==> src/rtl/avg_iq_pkg.sv <==
// Shared definitions for the avgIQ averager: control-word field map, FSM
// state encoding and accumulator width derivation.
package avg_iq_pkg;

  localparam int START_BIT = 31;
  localparam int L_HI      = 19;
  localparam int L_LO      = 16;
  localparam int CHAN_HI   = 8;
  localparam int CHAN_LO   = 0;
  localparam int L_FIELD_W = L_HI - L_LO + 1;

  typedef enum logic [1:0] {
    IDLE      = 2'd0,
    WAIT_SYNC = 2'd1,
    ACCUM     = 2'd2,
    DONE      = 2'd3
  } avg_state_e;

  // Room for 2^max_l full-scale samples without overflow.
  function automatic int sum_width(input int data_w, input int max_l);
    return data_w + max_l;
  endfunction

endpackage

==> src/rtl/avg_iq_acc.sv <==
// One signed accumulator lane (I or Q): running sum plus the floor-shifted
// average of the sum including the sample currently presented.
module avg_iq_acc
  import avg_iq_pkg::*;
#(
  parameter int DATA_W = 16,
  parameter int MAX_L  = 12,
  parameter int SUM_W  = sum_width(DATA_W, MAX_L)
) (
  input  logic                     clk,
  input  logic                     rst,
  input  logic                     clr,
  input  logic                     en,
  input  logic signed [DATA_W-1:0] din,
  input  logic [L_FIELD_W-1:0]     shift,
  output logic signed [DATA_W-1:0] avg_nxt
);

  logic signed [SUM_W-1:0] sum_r;
  logic signed [SUM_W-1:0] sum_nxt_s;
  logic signed [SUM_W-1:0] shifted_s;
  logic                    unused_hi_s;

  assign sum_nxt_s   = sum_r + {{(SUM_W-DATA_W){din[DATA_W-1]}}, din};
  // Arithmetic shift gives floor division for negative sums.
  assign shifted_s   = sum_nxt_s >>> shift;
  assign avg_nxt     = shifted_s[DATA_W-1:0];
  assign unused_hi_s = ^shifted_s[SUM_W-1:DATA_W];

  // Running sum: cleared on restart, extended by each accepted sample.
  always_ff @(posedge clk) begin
    if (rst) begin
      sum_r <= {SUM_W{1'b0}};
    end else if (clr) begin
      sum_r <= {SUM_W{1'b0}};
    end else if (en) begin
      sum_r <= sum_nxt_s;
    end
  end

endmodule

==> src/rtl/avg_iq_accum.sv <==
// Averages 2^L samples of one selected channelizer channel, started by a
// rising edge on the control word start bit; result held for readback.
module avg_iq_accum
  import avg_iq_pkg::*;
#(
  parameter int DATA_W     = 16,
  parameter int NCHAN_LOG2 = 9,
  parameter int MAX_L      = 12
) (
  input  logic                     user_clk,
  input  logic                     user_rst,
  input  logic [31:0]              ctrl,
  input  logic signed [DATA_W-1:0] in_i,
  input  logic signed [DATA_W-1:0] in_q,
  input  logic                     in_valid,
  input  logic                     in_sync,
  output logic signed [DATA_W-1:0] avg_i,
  output logic signed [DATA_W-1:0] avg_q,
  output logic                     busy,
  output logic                     done,
  output logic                     done_pulse
);

  localparam int SUM_W = sum_width(DATA_W, MAX_L);
  localparam int CNT_W = MAX_L + 1;
  localparam logic [L_FIELD_W-1:0]  MAX_L_F  = L_FIELD_W'(MAX_L);
  localparam logic [CNT_W-1:0]      CNT_ONE  = {{(CNT_W-1){1'b0}}, 1'b1};
  localparam logic [NCHAN_LOG2-1:0] CHAN_ONE = {{(NCHAN_LOG2-1){1'b0}}, 1'b1};

  avg_state_e               state_r;
  avg_state_e               state_nxt_s;
  logic                     start_d_r;
  logic                     go_s;
  logic [NCHAN_LOG2-1:0]    chan_cnt_r;
  logic [NCHAN_LOG2-1:0]    cur_chan_s;
  logic [NCHAN_LOG2-1:0]    chan_sel_r;
  logic [L_FIELD_W-1:0]     l_r;
  logic [L_FIELD_W-1:0]     l_field_s;
  logic [L_FIELD_W-1:0]     l_clamp_s;
  logic [CNT_W-1:0]         samp_cnt_r;
  logic [CNT_W-1:0]         samp_last_s;
  logic                     match_s;
  logic                     acc_en_s;
  logic                     last_s;
  logic signed [DATA_W-1:0] avg_i_nxt_s;
  logic signed [DATA_W-1:0] avg_q_nxt_s;
  logic signed [DATA_W-1:0] avg_i_r;
  logic signed [DATA_W-1:0] avg_q_r;
  logic                     busy_r;
  logic                     done_r;
  logic                     done_pulse_r;
  logic                     unused_ctrl_s;

  assign go_s          = ctrl[START_BIT] & ~start_d_r;
  assign l_field_s     = ctrl[L_HI:L_LO];
  assign l_clamp_s     = (l_field_s > MAX_L_F) ? MAX_L_F : l_field_s;
  assign cur_chan_s    = in_sync ? {NCHAN_LOG2{1'b0}} : chan_cnt_r;
  assign match_s       = in_valid & (cur_chan_s == chan_sel_r);
  assign samp_last_s   = (CNT_ONE << l_r) - CNT_ONE;
  assign last_s        = acc_en_s & (samp_cnt_r == samp_last_s);
  assign unused_ctrl_s = ^{ctrl[START_BIT-1:L_HI+1], ctrl[L_LO-1:CHAN_LO+NCHAN_LOG2]};

  // Accept a sample only once aligned to a frame; a restart in the same cycle discards it.
  always_comb begin
    acc_en_s = 1'b0;
    if (go_s) begin
      acc_en_s = 1'b0;
    end else begin
      case (state_r)
        WAIT_SYNC: acc_en_s = match_s & in_sync;
        ACCUM:     acc_en_s = match_s;
        default:   acc_en_s = 1'b0;
      endcase
    end
  end

  // Next-state logic; a start edge restarts from any state.
  always_comb begin
    state_nxt_s = state_r;
    if (go_s) begin
      state_nxt_s = WAIT_SYNC;
    end else begin
      case (state_r)
        IDLE:      state_nxt_s = IDLE;
        WAIT_SYNC: begin
          if (in_valid & in_sync) begin
            state_nxt_s = last_s ? DONE : ACCUM;
          end else begin
            state_nxt_s = WAIT_SYNC;
          end
        end
        ACCUM:     state_nxt_s = last_s ? DONE : ACCUM;
        DONE:      state_nxt_s = DONE;
        default:   state_nxt_s = IDLE;
      endcase
    end
  end

  // FSM state register.
  always_ff @(posedge user_clk) begin
    if (user_rst) begin
      state_r <= IDLE;
    end else begin
      state_r <= state_nxt_s;
    end
  end

  // Edge detect, channel/sample counters, result and status registers.
  always_ff @(posedge user_clk) begin
    if (user_rst) begin
      start_d_r    <= 1'b0;
      chan_cnt_r   <= {NCHAN_LOG2{1'b0}};
      chan_sel_r   <= {NCHAN_LOG2{1'b0}};
      l_r          <= {L_FIELD_W{1'b0}};
      samp_cnt_r   <= {CNT_W{1'b0}};
      avg_i_r      <= {DATA_W{1'b0}};
      avg_q_r      <= {DATA_W{1'b0}};
      busy_r       <= 1'b0;
      done_r       <= 1'b0;
      done_pulse_r <= 1'b0;
    end else begin
      start_d_r <= ctrl[START_BIT];
      if (in_valid) begin
        chan_cnt_r <= cur_chan_s + CHAN_ONE;
      end
      if (go_s) begin
        chan_sel_r <= ctrl[CHAN_LO +: NCHAN_LOG2];
        l_r        <= l_clamp_s;
        samp_cnt_r <= {CNT_W{1'b0}};
        avg_i_r    <= {DATA_W{1'b0}};
        avg_q_r    <= {DATA_W{1'b0}};
      end else if (acc_en_s) begin
        samp_cnt_r <= samp_cnt_r + CNT_ONE;
        if (last_s) begin
          avg_i_r <= avg_i_nxt_s;
          avg_q_r <= avg_q_nxt_s;
        end
      end
      busy_r       <= (state_nxt_s == WAIT_SYNC) || (state_nxt_s == ACCUM);
      done_r       <= (state_nxt_s == DONE);
      done_pulse_r <= (state_nxt_s == DONE) && (state_r != DONE);
    end
  end

  avg_iq_acc #(.DATA_W(DATA_W), .MAX_L(MAX_L), .SUM_W(SUM_W)) u_acc_i (
    .clk     (user_clk),
    .rst     (user_rst),
    .clr     (go_s),
    .en      (acc_en_s),
    .din     (in_i),
    .shift   (l_r),
    .avg_nxt (avg_i_nxt_s)
  );

  avg_iq_acc #(.DATA_W(DATA_W), .MAX_L(MAX_L), .SUM_W(SUM_W)) u_acc_q (
    .clk     (user_clk),
    .rst     (user_rst),
    .clr     (go_s),
    .en      (acc_en_s),
    .din     (in_q),
    .shift   (l_r),
    .avg_nxt (avg_q_nxt_s)
  );

  assign avg_i      = avg_i_r;
  assign avg_q      = avg_q_r;
  assign busy       = busy_r;
  assign done       = done_r;
  assign done_pulse = done_pulse_r;

endmodule
==> config.mk <==
export PLATFORM = sky130hd
export DESIGN_NAME = avg_iq_accum
export DESIGN_NICKNAME = d
export VERILOG_FILES = /design/src/rtl/avg_iq_pkg.sv /design/src/rtl/avg_iq_acc.sv /design/src/rtl/avg_iq_accum.sv
export SDC_FILE = /design/constraint.sdc
export NUM_CORES = 1
export LEC_CHECK = 0
export BUFFER_PORTS_ARGS = -buffer_cell sky130_fd_sc_hd__clkbuf_2
export CORE_MARGIN = 1.5
export CORE_UTILIZATION = 64
export DETAILED_ROUTE_END_ITERATION = 10
export PLACE_DENSITY = 0.85
export SLEW_MARGIN = 20
export SYNTH_ARGS = -nofsm -noshare
export SYNTH_HDL_FRONTEND = slang
export SYNTH_SLANG_ARGS = --single-unit
==> constraint.sdc <==
create_clock -name user_clk -period 6.2 [get_ports user_clk]
set_clock_uncertainty 0.1 [all_clocks]
set_input_delay 0.62 -clock user_clk [delete_from_list [all_inputs] [get_ports user_clk]]
set_output_delay 0.62 -clock user_clk [all_outputs]
set_load 0.03 [all_outputs]
# Word level (Yosys, flattened, before mapping)
# Cells that the tools add are included.
totals:
  ff_bits: 129
  in_bits: 68
classes:
  n_addsub: 5
  order_cmp: 1
  n_eq_ne: 9
  shifts: 3
  n_mux: 8
  n_bitwise: 6
  reduce_logical: 5
op_table:
  columns: ["operator", "n"]
  rows:
  - ["$add A28 B28 Y28", 2]
  - ["$sshr A28 B4 Y16", 2]
  - ["$add A13 B1 Y13 const B", 1]
  - ["$eq A13 B13 Y1", 1]
  - ["$shl A1 B4 Y13 const A", 1]
  - ["$sub A13 B1 Y13 const B", 1]
  - ["$add A9 B1 Y9 const B", 1]
  - ["$eq A9 B9 Y1", 1]
  - ["$mux W9", 1]
  - ["$eq A2 B2 Y1 const B", 4]
  - ["$pmux W2 S4", 1]
  - ["$and A1 B1 Y1", 5]
  - ["$eq A2 B1 Y1 const B", 2]
  - ["$gt A4 B4 Y1 const B", 1]
  - ["$mux W2", 2]
  - ["$mux W4", 1]
  - ["$logic_not A2 Y1", 1]
  - ["$mux W1", 2]
  - ["$ne A2 B2 Y1 const B", 1]
  - ["$pmux W1 S2", 1]
  - ["$reduce_and A2 Y1", 1]
  - ["$reduce_or A2 Y1", 1]
  - ["$logic_and A1 B1 Y1", 1]
  - ["$logic_or A1 B1 Y1", 1]
  - ["$not A1 Y1", 1]

# Longest topological paths before layout
# Gate-level depths: netlist of run 1.
depth:
  ltp_word: 13
  ltp_mapped: 19
  mapped_depth_nobuf: 14

# By module
# Synthesis of run 1 repeated with hierarchy kept, for this count alone.
unflattened:
  hier_cells: 1508
  hier_area_um2: 11691.2
by_module_without_submodules:
  columns: ["module", "cells_per_inst", "n_inst", "area_each_um2"]
  rows:
  - ["avg_iq_acc", 522, 2, 3935.0]
  - ["avg_iq_accum", 464, 1, 3821.2]

# Worst setup path before layout of run 1
# OpenSTA, ideal clock, no wires.
synth_path:
  path_type: "register to register"
  start: "reg l_r[0]"
  end: "reg avg_q_r[12], in the netlist avg_q[12]"
  setup_ps: 116
  t_arrival_ps: 3841
  path_buffers: 6
  path_stages_with_launch: 17
  synth_period_minus_slack_ps: 4057
  setup_slack_ps: 2143
  cell_sequence: "dfxtp_1 buf_2 clkbuf_1 clkbuf_1 clkbuf_1 nand3_1 ha_1 clkbuf_1 nor3b_1 o211ai_1 a32oi_1 and4b_1 or4b_1 clkbuf_1 a31oi_1 o2111ai_1 o211a_1"
synth_between:
  elab_chain_len: 5
synth_lines:
  columns: ["item", "line_no", "text"]
  rows:
  - ["start, declared", "avg_iq_accum.sv:37", "logic [L_FIELD_W-1:0] l_r;"]
  - ["start signal, assigned", "avg_iq_accum.sv:114", "l_r <= {L_FIELD_W{1'b0}};"]
  - ["start signal, assigned", "avg_iq_accum.sv:128", "l_r <= l_clamp_s;"]
  - ["$shl A1 B4 Y13", "avg_iq_accum.sv:59", "assign samp_last_s = (CNT_ONE << l_r) - CNT_ONE;"]
  - ["$sub A13 B1 Y13", "avg_iq_accum.sv:59", null]
  - ["$eq A13 B13 Y1", "avg_iq_accum.sv:60", "assign last_s = acc_en_s & (samp_cnt_r == samp_last_s);"]
  - ["$and A1 B1 Y1", "avg_iq_accum.sv:60", null]
  - ["$reduce_and A2 Y1 (no line)", null, null]
  - ["end signal, assigned", "avg_iq_accum.sv:117", "avg_q_r <= {DATA_W{1'b0}};"]
  - ["end signal, assigned", "avg_iq_accum.sv:131", "avg_q_r <= {DATA_W{1'b0}};"]
  - ["end signal, assigned", "avg_iq_accum.sv:136", "avg_q_r <= avg_q_nxt_s;"]
  - ["end, declared", "avg_iq_accum.sv:48", "logic signed [DATA_W-1:0] avg_q_r;"]
# Parallel ways exist; a longest one is shown, timed or not.
# A chain may end at the register's enable or synchronous reset.

# Final worst setup path of run 1
layout_path:
  start: "reg l_r[3]"
  end: "reg avg_q_r[9], in the netlist avg_q[9]"
# The elaborated chain is that of the path after synthesis.

==> Flow_metrics.wiki, run 1 <==
{| class="wikitable"
! Metric !! Value
|-
| Pins Over Slew Limit || 0
|-
| Total gr overflow || 0
|-
| Setup violators final || 0
|-
| Proportion of synthesized area in mux cells || 0.0791
|-
| Total power per unit cell area || 191 nW/um2
|-
| Area added between synthesis and finish || 9.25%
|-
| Register area share after synthesis || 0.228
|-
| Final core utilization || 0.715
|-
| Switching pwr || 0.000725 W
|-
| Nature of the critical path startpoint || flop
|-
| DR pass1 iterations || 6
|-
| Top library cells by usage in the layout, fill and taps aside || sky130_fd_sc_hd__nand2_1, sky130_fd_sc_hd__a21oi_1, sky130_fd_sc_hd__nor2_1, sky130_fd_sc_hd__dfxtp_1, sky130_fd_sc_hd__clkbuf_2
|-
| DRC violation count after routing || 0
|-
| Wire length of the first global-routing pass || 55200 um
|-
| Critical path data required time || 6.46 ns
|-
| Fin. Hold Viols || 0
|-
| Number of primary I/O pins || 103
|-
| Synthesized area divided by synthesized cell count || 7.32 um2
|-
| Crit-path cells || buf_4 > nor2_1 > nand2_1 > ha_1 > a21boi_1 > a31oi_1 > a31oi_1 > a221oi_1 > or4b_1 > nor2_1 > o2111ai_1 > a31oi_1
|-
| Slowest cell delay on critical path || 0.98 ns
|-
| Unrepaired setup endpoints after global routing || no
|-
| Flip-flop cell with the highest count after synthesis || sky130_fd_sc_hd__dfxtp_1
|-
| Fill count || 1439
|-
| Post-synthesis xor/xnor area fraction || 0.0573
|-
| Cell at the root of the clock tree || sky130_fd_sc_hd__clkbuf_16
|-
| Slowest cell on the critical path || sky130_fd_sc_hd__or4b_1
|-
| End of the critical path || avg_q[9]
|-
| Via count of the first global-routing pass || 11200
|-
| Number of port buffers || 84
|-
| Gate count after technology mapping || 1546
|-
| Register share of total power || 0.359
|-
| Count of synthesis-stage warnings from yosys || 0
|-
| Max capacitance violation total || 0
|-
| Clock Sinks || 129
|-
| Average detailed-routed wire length per instance || 19.0 um
|-
| Compound-gate portion of the synthesized area || 0.266
|-
| Worst-path fanout max || 22
|-
| Die H || 136 um
|-
| Clock insertion delay at the later pin of the skew report || 0.44 ns
|-
| RR Startpoint || l_r[3]
|-
| # Post-CTS Setup Buffers || 0
|-
| Global Route Usage Sum || 0.373
|-
| Wire length after detailed routing || 34100 um
|-
| Highest Clock Rate || 0.210 GHz
|-
| Static power due to leakage || 4.91 nW
|-
| Critical path launch point || l_r[3]
|-
| Result of the run || completed
|-
| Area of all sequential standard cells || 2590 um2
|-
| Hpwl dp || 23900 um
|-
| Post-route cell area || 12400 um2
|-
| Clk slew on worst S/H paths || 0.07 ns
|-
| Flip-flop and latch count after synthesis || 129
|-
| Most common library cell in the layout ignoring fill and taps || sky130_fd_sc_hd__nand2_1
|-
| Type of the tightest min-delay check || input pin to flop
|-
| EDFF count, synth || 0
|-
| DR vias || 12000
|-
| Post-synthesis share of cell area spent on full adders, half adders and majority gates || 0.0721
|-
| Total of hold buffers inserted after clock tree synthesis || 0
|-
| Library cells used by synthesis || 84
|-
| Die ar. || 18500 um2
|-
| Kind of end point of the critical path || flop
|-
| Share of synthesized registers carrying an async set or reset || 0
|-
| Placer Congestion || 0.990
|-
| Cell-internal power || 0.00164 W
|-
| Pin slew with the least headroom to its limit || 0.898 ns
|-
| CTS tree || built
|-
| Largest family of logic cells by synthesized area || compound AO/OA/AOI/OAI gates
|-
| Clock H-tree levels || 4
|-
| Net count after synthesis || 1678
|-
| Core Box Area || 17300 um2
|-
| Effective utilization at floorplan || 0.654
|-
| Antenna violations before repair || 0
|-
| Depth of the most critical reg-to-reg path || 12
|-
| Width of the die || 136 um
|-
| Switching part of the total || 0.307
|-
| Final TNS setup || 0 ns
|-
| Simple-gate share of the synthesized area || 0.249
|-
| Share of post-route cells with drive strength above 1 || 0.121
|-
| Vias/cell || 6.66
|-
| Worst Path Arrival || 5.02 ns
|-
| CTS Buf Count || 17
|-
| Internal reg-to-reg setup slack || 1.44 ns
|-
| Total design power || 0.00236 W
|-
| First-iteration detailed-routing DRC count || 1347
|-
| Placed cell area || 11700 um2
|-
| Largest net degree at the start of global routing || 64
|-
| CP most frequent cell || sky130_fd_sc_hd__a31oi_1
|-
| Kind of critical path || flop to flop
|-
| Total Nets Final || 1693
|-
| Gate power share || 0.178
|-
| Post-CTS resize count || 0
|-
| Power share of the clock group || 0.462
|-
| Area taken by multi-input logic gates || 8220 um2
|-
| Number of routed nets with antenna violations || 0
|-
| Cell area after technology mapping || 11300 um2
|-
| Antenna cell count || 0
|-
| Shortest clock period the worst path allows after layout || 4.76 ns
|-
| Period Utilization, post-route || 0.768
|-
| Number of rows in the core area || 48
|-
| Number of buffers between clock root and the deepest sink || 2
|-
| Endpoint of the most critical register-to-register path || avg_q[9]
|-
| IR Drop Worst-Case VDD || 0.000218 V
|-
| Worst rel slew slack || 0.393
|}
-- worst min-delay path by stage --
stage | slack, ns | cells after the start | end | start
6_report | 0.29 | 3 | chan_sel_r[3] | ctrl[3]
5_1_grt | 0.31 | 3 | chan_sel_r[1] | ctrl[1]
4_1_cts | 0.29 | 3 | chan_sel_r[3] | ctrl[3]
3_5_place_dp | 0.35 | 2 | chan_sel_r[4] | chan_sel_r[4]
3_3_place_gp | 0.34 | 2 | u_acc_q.sum_r[8] | u_acc_q.sum_r[8]
2_1_floorplan | 0.34 | 2 | u_acc_i.sum_r[0] | u_acc_i.sum_r[0]
-- cell usage after synthesis, drive strengths merged, types with 16 or more instances --
| cell | count | area (um2) |
|---|---|---|
| buf | 34 | 163 |
| o211ai | 29 | 218 |
| nand4 | 16 | 100 |
| and2 | 21 | 131 |
| nand2b | 20 | 125 |
| xnor2 | 35 | 307 |
| nor2 | 151 | 567 |
| a31oi | 19 | 119 |
| xor2 | 39 | 342 |
| nor3 | 26 | 130 |
| o21ai | 83 | 427 |
| nand2 | 258 | 973 |
| dfxtp | 129 | 2580 |
| clkbuf | 70 | 263 |
| a211oi | 29 | 218 |
| ha | 62 | 776 |
| a21o | 19 | 143 |
| inv | 30 | 113 |
| mux2i | 41 | 410 |
| nand3 | 38 | 190 |
| a21oi | 173 | 892 |
-- per-stage QoR --
step           instances  hold slack [ns]  setup slack (ns)
3_3_place_gp        1767            0.342              1.73
5_1_grt             1799            0.305              1.09
4_1_cts             1799            0.292              1.59
3_5_place_dp        1767            0.348              1.70
6_report            1799            0.294              1.44
2_1_floorplan       1546            0.336              2.14
-- state kept, by name, indices dropped and copies added (netlist names), 2 cells and up --
signal and count:
u_acc_i.sum_r 28, u_acc_q.sum_r 28, avg_i 16, avg_q 16
samp_cnt_r 13, chan_cnt_r 9, chan_sel_r 9, l_r 4
state_r 2
-- power by group through the flow --
stage / Sequential (W) / Combinational (W) / Clock (W)
floorplan: 0.000860 / 0.000307 / 0
finish: 0.000849 / 0.000421 / 0.00109
global placement: 0.000867 / 0.000401 / 0
detailed placement: 0.000867 / 0.000405 / 0
global route: 0.000850 / 0.000458 / 0.00114
CTS: 0.000849 / 0.000411 / 0.00110
-- critical path, delay by kind of cell (launching register included) --
family / cells / cell delay [ns]
adder cells (fa/ha/maj): 1 / 0.46
AND/OR/NAND/NOR: 4 / 1.70
buffers and inverters: 1 / 0.37
AO/OA/AOI/OAI: 6 / 1.34
flip-flops: 1 / 0.70
-- logic make-up (layout without fill, tap and decap cells) --
group,count (synthesis),in the layout
fa+ha+maj,64,64
mux,69,69
simple gates,609,609
buf+inv,135,163
flops,129,129
xor+xnor,74,74
compound gates,466,466
-- final cells by class --
type	instances	area share
clock buffers	18	0.0347
multi-input cells	1282	0.665
flip-flops and latches	129	0.209
repair buffers	100	0.0437
inverters	31	0.00941
well taps	225	0.0228
clock inverters	14	0.0155
-- metal layers --
metal  track usage  up-vias  routed length, um
li1              -     5663                  -
met1         0.469     5567              14000
met2         0.610      611              15900
met3        0.0626      136               2650
met4         0.199        0               1630
met5             0        -                  0
(Power assumes the default switching activity.)
==> run 2, diff against run 1 <==
--- a/config.mk
+++ b/config.mk
@@ -5,11 +5,12 @@
 export SDC_FILE = /design/constraint.sdc
 export NUM_CORES = 1
 export LEC_CHECK = 0
+export ABC_AREA = 1
 export BUFFER_PORTS_ARGS = -buffer_cell sky130_fd_sc_hd__clkbuf_2
 export CORE_MARGIN = 1.5
-export CORE_UTILIZATION = 64
+export CORE_UTILIZATION = 56
 export DETAILED_ROUTE_END_ITERATION = 10
-export PLACE_DENSITY = 0.85
+export PLACE_DENSITY = 0.79
 export SLEW_MARGIN = 20
 export SYNTH_ARGS = -nofsm -noshare
 export SYNTH_HDL_FRONTEND = slang
==> constraint.sdc (replaced) <==
create_clock -name user_clk -period 3.85 [get_ports user_clk]
set_clock_uncertainty 0.1 [all_clocks]
set_input_delay 0.385 -clock user_clk [delete_from_list [all_inputs] [get_ports user_clk]]
set_output_delay 0.385 -clock user_clk [all_outputs]
set_load 0.03 [all_outputs]
==> Flow_metrics.wiki, run 2 <==
{| class="wikitable"
! Metric !! Value
|-
| Synthesized area divided by synthesized cell count || 5.62 um2 (-23%)
|-
| Die ar. || 22000 um2 (+19%)
|-
| Synth area leaders || sky130_fd_sc_hd__dfxtp_1, sky130_fd_sc_hd__nand2_1, sky130_fd_sc_hd__nand3_1, sky130_fd_sc_hd__inv_1, sky130_fd_sc_hd__ha_1
|-
| Antenna violations before repair || 0 (unchanged)
|-
| Fin. Hold Viols || 0 (unchanged)
|-
| Post-CTS resize count || 0 (unchanged)
|-
| Worst hold slack across all endpoints || 0.0605 ns (-0.234 ns)
|-
| Critical path data required time || 4.11 ns (-2.35 ns)
|-
| Effective utilization at floorplan || 0.578 (-0.0765)
|-
| CP most frequent cell || sky130_fd_sc_hd__inv_2
|-
| Cell area after technology mapping || 11800 um2 (+4.3%)
|-
| Type of the tightest min-delay check || input pin to flop
|-
| Core Box Area || 20400 um2 (+18%)
|-
| Unrepaired setup endpoints after global routing || no
|-
| Total power per unit cell area || 283 nW/um2 (+48%)
|-
| DR vias || 13700 (+15%)
|-
| Period Utilization, post-route || 0.838 (+0.0695)
|-
| Number of primary I/O pins || 103 (unchanged)
|-
| Via count of the first global-routing pass || 12600 (+12%)
|-
| Gate count after technology mapping || 2100 (+36%)
|-
| Total gr overflow || 0 (unchanged)
|-
| Total Nets Final || 2288 (+35%)
|-
| Cell at the root of the clock tree || sky130_fd_sc_hd__clkbuf_16
|-
| Wire length of the first global-routing pass || 61000 um (+11%)
|-
| Number of port buffers || 84 (unchanged)
|-
| Clock H-tree levels || 4 (unchanged)
|-
| Highest Clock Rate || 0.310 GHz (+48%)
|-
| DRC violation count after routing || 0 (unchanged)
|-
| Shortest clock period the worst path allows after layout || 3.23 ns (-1.54 ns)
|-
| Max capacitance violation total || 0 (unchanged)
|-
| Hpwl dp || 28700 um (+20%)
|-
| Proportion of netlist area held by the largest area contributor || 0.219 (-0.00941)
|-
| Die H || 148 um (+9.0%)
|-
| Slowest cell on the critical path || sky130_fd_sc_hd__inv_2
|-
| Global Route Usage Sum || 0.347 (-0.0257)
|-
| First-iteration detailed-routing DRC count || 1086 (-19%)
|-
| EDFF count, synth || 0 (unchanged)
|-
| Number of cells after detailed placement || 2407 (+36%)
|-
| IR Drop Worst-Case VDD || 0.000262 V (+20%)
|-
| CTS Buf Count || 17 (unchanged)
|-
| Width of the die || 148 um (+9.0%)
|-
| DR pass1 iterations || 6 (unchanged)
|-
| Share of synthesized registers carrying an async set or reset || 0 (unchanged)
|-
| Setup violators final || 0 (unchanged)
|-
| Worst Setup Slack post-DPL || 0.717 ns (-0.980 ns)
|-
| Library cell occupying the most area in the post-synthesis netlist || sky130_fd_sc_hd__dfxtp_1
|-
| Most common cell in the synthesized netlist || sky130_fd_sc_hd__nand2_1
|-
| Number of routed nets with antenna violations || 0 (unchanged)
|-
| Crit-path cells || buf_4 > inv_2 > nand2_1 > inv_2 > o21ai_0 > nand3_1 > o31ai_1 > nand2_1 > nand3_1 > nor2_1 > nand2_2 > inv_2 > buf_4 > o21ai_1 > a21oi_1
|-
| Most common library cell in the layout ignoring fill and taps || sky130_fd_sc_hd__nand2_1
|-
| Register area share after synthesis || 0.219 (-0.00941)
|-
| Average detailed-routed wire length per instance || 15.4 um (-19%)
|-
| Final worst setup slack || 0.624 ns (-0.812 ns)
|-
| Kind of end point of the critical path || flop
|-
| # Post-CTS Setup Buffers || 0 (unchanged)
|-
| Nature of the critical path startpoint || flop
|-
| Top library cells by usage in the layout, fill and taps aside || sky130_fd_sc_hd__nand2_1, sky130_fd_sc_hd__inv_1, sky130_fd_sc_hd__nand3_1, sky130_fd_sc_hd__nor2_1, sky130_fd_sc_hd__dfxtp_1
|-
| Clk slew on worst S/H paths || 0.07 ns (about the same)
|-
| CTS tree || built
|-
| Pin slew with the least headroom to its limit || 0.994 ns (+0.0962 ns)
|-
| Largest registers ranked by flip-flop count || u_acc_i.sum_r x28, u_acc_q.sum_r x28
|-
| Clock insertion delay at the later pin of the skew report || 0.44 ns (about the same)
|-
| Net count after synthesis || 2232 (+33%)
|-
| Library cells used by synthesis || 43 (-49%)
|-
| Result of the run || completed
|-
| Antenna cell count || 0 (unchanged)
|-
| Number of buffer and inverter stages on the critical path || 5 (+4)
|-
| Slowest cell delay on critical path || 0.45 ns (-0.53 ns)
|-
| Area added between synthesis and finish || 10.1%
|-
| Flip-flop and latch count after synthesis || 129 (unchanged)
|-
| Static power due to leakage || 6.96 nW (+42%)
|-
| Worst rel slew slack || 0.337 (-0.0564)
|-
| Share of post-route cells with drive strength above 1 || 0.0756 (-0.0457)
|-
| Vias/cell || 5.62 (-16%)
|-
| Most common library cells after synthesis || sky130_fd_sc_hd__nand2_1, sky130_fd_sc_hd__inv_1, sky130_fd_sc_hd__nand3_1
|-
| Worst-path fanout max || 37 (+68%)
|-
| Final TNS setup || 0 ns (unchanged)
|-
| Final std cells w/o fill || 2439 (+36%)
|-
| Total of hold buffers inserted after clock tree synthesis || 0 (unchanged)
|-
| Placer Congestion || 0.954 (-3.6%)
|-
| Number of buffers between clock root and the deepest sink || 2 (unchanged)
|-
| Number of rows in the core area || 52 (+8.3%)
|-
| Count of synthesis-stage warnings from yosys || 0 (unchanged)
|-
| Largest net degree at the start of global routing || 60 (-6.3%)
|-
| Wire length after detailed routing || 37500 um (+9.9%)
|-
| Worst Path Arrival || 3.49 ns (-1.53 ns)
|-
| Clock Sinks || 129 (unchanged)
|-
| Kind of critical path || flop to flop
|-
| Worst path top cell family by delay || buffers and inverters
|-
| Flip-flop cell with the highest count after synthesis || sky130_fd_sc_hd__dfxtp_1
|-
| Pins Over Slew Limit || 0 (unchanged)
|}
==> run 2: cell types whose count changed after synthesis, sizes merged, moves of 17 or more <==
cell,previous run,this run
xnor2,35,15
nand3,38,315
a21oi,173,88
xor2,39,11
clkbuf,70,32
inv,30,324
a211oi,29,1
nand2b,20,0
mux2i,41,0
o21ai,83,117
nand2,258,633
and2,21,4
nor2,151,202
==> run 2: routing by layer <==
metal	vias up	share of wire	routed length (um)	track usage
met4	0	0.033	1250	0.136
met1	6165	0.45	16700	0.468
li1	6894	-	-	-
met5	-	0	0	0
met3	90	0.082	3090	0.0574
met2	569	0.44	16400	0.553
==> run 2: logic make-up (layout without fill, tap and decap cells) <==
| logic type | after synthesis | in the layout | share of synthesized area |
|---|---|---|---|
| AOI/OAI and AO/OA | 268 | 268 | 0.125 |
| xor gates and xnor gates | 26 | 26 | 0.0193 |
| and+or+nand+nor | 1222 | 1222 | 0.440 |
| DFF | 129 | 129 | 0.219 |
| adders and majority gates | 64 | 64 | 0.0691 |
| buffers and inverters | 391 | 460 | 0.128 |
==> run 2: worst min-delay path: stages <==
cell and delay [ns]:
sky130_fd_sc_hd__clkbuf_2 0.08, sky130_fd_sc_hd__inv_1 0.06, sky130_fd_sc_hd__nor2_1 0.04
==> run 2: path summary, 6_finish.rpt <==
check / from / end / slack, ns / depth (start not counted)
setup / recovery: l_r[2] / avg_i[6] / 0.62 / 15
hold / removal: ctrl[31] / start_d_r / 0.06 / 3
setup reg to reg: l_r[2] / avg_i[6] / 0.62 / 15
hold reg to reg: chan_cnt_r[2] / chan_cnt_r[2] / 0.38 / 2
==> run 2: area by class of cell <==
type	count	area [um2]
Inverter	326	1220
Tap cell	270	338
Clock inverter	15	145
Sequential cell	129	2580
Fill cell	2068	7440
Clock buffer	17	425
Timing Repair Buffer	102	556
Multi-Input combinational cell	1580	7720
==> run 2: stage by stage <==
step / utilization / area [um2] / power [W]
after floorplan: - / 11800 / 0.00188
after global placement: 0.608 / 12400 / 0.00205
after detailed placement: 0.608 / 12400 / 0.00206
after CTS: 0.636 / 13000 / 0.00367
after global routing: 0.636 / 13000 / 0.00383
final: 0.636 / 13000 / 0.00368
==> run 2: power by group <==
group	switching (W)	leakage (nW)	internal, W	total, W
registers	0.00000827	1.04	0.00135	0.00136
logic	0.000472	5.64	0.000218	0.000691
clock network	0.000772	0.277	0.000859	0.00163
total	0.00125	6.96	0.00243	0.00368
==> run 3, diff against run 2 <==
==> constraint.sdc (replaced) <==
create_clock -name user_clk -period 2.72 [get_ports user_clk]
set_clock_uncertainty 0.1 [all_clocks]
set_input_delay 0.272 -clock user_clk [delete_from_list [all_inputs] [get_ports user_clk]]
set_output_delay 0.272 -clock user_clk [all_outputs]
set_load 0.03 [all_outputs]
==> Flow_metrics.wiki, run 3 (synthesized netlist as in run 2, its figures left out) <==
{| class="wikitable"
! Metric !! Value
|-
| Result of the run || completed
|-
| Critical path launch point || l_r[0]
|-
| Effective utilization at floorplan || 0.578 (unchanged)
|-
| Largest net degree at the start of global routing || 54 (-10%)
|-
| Nature of the critical path startpoint || flop
|-
| Top library cells by usage in the layout, fill and taps aside || sky130_fd_sc_hd__nand2_1, sky130_fd_sc_hd__inv_1, sky130_fd_sc_hd__nand3_1, sky130_fd_sc_hd__nor2_1, sky130_fd_sc_hd__dfxtp_1
|-
| Number of port buffers || 84 (unchanged)
|-
| Placed cell area || 13100 um2 (+5.8%)
|-
| Global Route Usage Sum || 0.364 (+0.0174)
|-
| Pins Over Slew Limit || 0 (unchanged)
|-
| Vias/cell || 5.49 (-2.4%)
|-
| Post-route cell area || 14100 um2 (+8.5%)
|-
| Average detailed-routed wire length per instance || 15.6 um (+1.4%)
|-
| Number of primary I/O pins || 103 (unchanged)
|-
| Critical path data required time || 2.94 ns (-1.17 ns)
|-
| Wire length of the first global-routing pass || 63900 um (+4.6%)
|-
| DRC violation count after routing || 0 (unchanged)
|-
| Via count of the first global-routing pass || 13400 (+6.7%)
|-
| CTS Buf Count || 17 (unchanged)
|-
| Hpwl dp || 30100 um (+4.7%)
|-
| Total design power || 0.00535 W (+45%)
|-
| Antenna violations before repair || 0 (unchanged)
|-
| Final std cells w/o fill || 2541 (+4.2%)
|-
| Area of all sequential standard cells || 2590 um2 (+0.19%)
|-
| Total Nets Final || 2390 (+4.5%)
|-
| Core Box Area || 20400 um2 (unchanged)
|-
| Fill count || 1992 (-3.7%)
|-
| Fin. Hold Viols || 0 (unchanged)
|-
| Pin slew with the least headroom to its limit || 0.582 ns (-0.412 ns)
|-
| Setup violators final || 0 (unchanged)
|-
| Max capacitance violation total || 0 (unchanged)
|-
| Placer Congestion || 0.996 (+4.4%)
|-
| Clock Sinks || 129 (unchanged)
|-
| Clock H-tree levels || 4 (unchanged)
|-
| Total gr overflow || 0 (unchanged)
|-
| Worst Hold Launch || ctrl[5]
|-
| Number of rows in the core area || 52 (unchanged)
|-
| Worst-path fanout max || 20 (-46%)
|-
| Kind of end point of the critical path || flop
|-
| Largest registers ranked by flip-flop count || u_acc_i.sum_r x28, u_acc_q.sum_r x28
|-
| IR Drop Worst-Case VDD || 0.000438 V (+67%)
|-
| DR vias || 13900 (+1.6%)
|-
| Clk slew on worst S/H paths || 0.07 ns (about the same)
|-
| Total power per unit cell area || 379 nW/um2 (+34%)
|-
| Die H || 148 um (unchanged)
|-
| Worst Path Arrival || 2.81 ns (-0.68 ns)
|-
| Type of the tightest min-delay check || input pin to flop
|-
| Number of buffers between clock root and the deepest sink || 2 (unchanged)
|-
| Wire length after detailed routing || 39600 um (+5.6%)
|-
| Shortest clock period the worst path allows after layout || 2.59 ns (-0.639 ns)
|-
| Area added between synthesis and finish || 19.5%
|-
| Cell at the root of the clock tree || sky130_fd_sc_hd__clkbuf_16
|-
| Period Utilization, post-route || 0.951 (+0.113)
|-
| Share of post-route cells with drive strength above 1 || 0.139 (+0.0631)
|-
| Antenna cell count || 0 (unchanged)
|-
| Highest Clock Rate || 0.387 GHz (+25%)
|-
| CTS tree || built
|-
| Die ar. || 22000 um2 (unchanged)
|-
| First-iteration detailed-routing DRC count || 1035 (-4.7%)
|-
| Width of the die || 148 um (unchanged)
|-
| Worst rel slew slack || 0.612 (+0.275)
|-
| DR pass1 iterations || 6 (unchanged)
|-
| Final TNS setup || 0 ns (unchanged)
|-
| Clock insertion delay at the later pin of the skew report || 0.44 ns (about the same)
|-
| RR Startpoint || l_r[0]
|-
| Number of routed nets with antenna violations || 0 (unchanged)
|-
| Most common library cell in the layout ignoring fill and taps || sky130_fd_sc_hd__nand2_1
|-
| Kind of critical path || flop to flop
|-
| Static power due to leakage || 7.51 nW (+7.8%)
|-
| Area taken by multi-input logic gates || 7940 um2 (+2.8%)
|-
| Number of cells after detailed placement || 2497 (+3.7%)
|}
[run 3: changes by cell type in the layout (fill, tap and decap cells not counted), moves of 4 or more]
cell                            change
sky130_fd_sc_hd__buf_4             +85
sky130_fd_sc_hd__nor2_1            -15
sky130_fd_sc_hd__nor2_2            +13
sky130_fd_sc_hd__nand2_1           -11
sky130_fd_sc_hd__nand2_2           +11
sky130_fd_sc_hd__nand3_1           -11
sky130_fd_sc_hd__nand3_2           +11
sky130_fd_sc_hd__dlygate4sd3_1      +8
sky130_fd_sc_hd__ha_1               -5
sky130_fd_sc_hd__buf_12             +4
sky130_fd_sc_hd__inv_1              -4
[run 3: cell type report]
cell class	count	area share
Inverter	326	0.0877
Clock buffer	17	0.0302
Tap cell	270	0.0240
Timing Repair Buffer	204	0.101
Clock inverter	15	0.0105
Sequential cell	129	0.184
Multi-Input combinational cell	1580	0.563
[run 3: where the power goes]
part / switching (W) / internal [W] / leakage, nW
combinational: 0.000715 / 0.000401 / 6.18
sequential: 0.0000144 / 0.00191 / 1.04
clock: 0.00102 / 0.00128 / 0.279
[run 3: critical path: stages, from the launching register on]
cell and delay (ns):
sky130_fd_sc_hd__dfxtp_4 0.38, sky130_fd_sc_hd__inv_4 0.07, sky130_fd_sc_hd__nor2_4 0.11, sky130_fd_sc_hd__nand2_2 0.07
sky130_fd_sc_hd__ha_2 0.28, sky130_fd_sc_hd__xnor2_1 0.14, sky130_fd_sc_hd__nor3_2 0.15, sky130_fd_sc_hd__nand3_1 0.09
sky130_fd_sc_hd__a21oi_1 0.12, sky130_fd_sc_hd__nand3_1 0.10, sky130_fd_sc_hd__nor2_2 0.11, sky130_fd_sc_hd__nand2_2 0.12
sky130_fd_sc_hd__inv_4 0.13, sky130_fd_sc_hd__buf_12 0.17, sky130_fd_sc_hd__nand2_1 0.09, sky130_fd_sc_hd__nor2_2 0.17
sky130_fd_sc_hd__nor2_1 0.05
[run 3: metrics by stage]
stage	utilization	setup WS, ns	hold slack, ns
6_report	0.690	0.133	0.00999
3_3_place_gp	0.643	-0.166	0.356
5_1_grt	0.690	-0.0106	0.0445
3_5_place_dp	0.643	-0.199	0.367
4_1_cts	0.678	0.00944	0.00821
2_1_floorplan	-	-0.0723	0.266
[run 3: layer usage]
layer  track usage  part of all wire  vias up
met2         0.651              0.49      532
met3        0.0543             0.061      141
met4         0.191             0.052        0
met5             0                 0        -
met1         0.420              0.40     6164
li1              -                 -     7106
[run 3: worst paths after layout]
check / cells after the start / slack, ns / end
setup / recovery: 16 / 0.13 / avg_i[10]
hold / removal: 3 / 0.01 / chan_sel_r[5]
setup reg to reg: 16 / 0.13 / avg_i[10]
hold reg to reg: 2 / 0.38 / chan_sel_r[4]
[run 3: what timing repair did]
item,in CTS,in global routing
pin swaps,1,12
resized for setup,9,60
cloned,0,1
endpoints found under the setup margin,24,35
buffers inserted,2,1
endpoints found under the hold margin,8,0
hold buffers,8,0
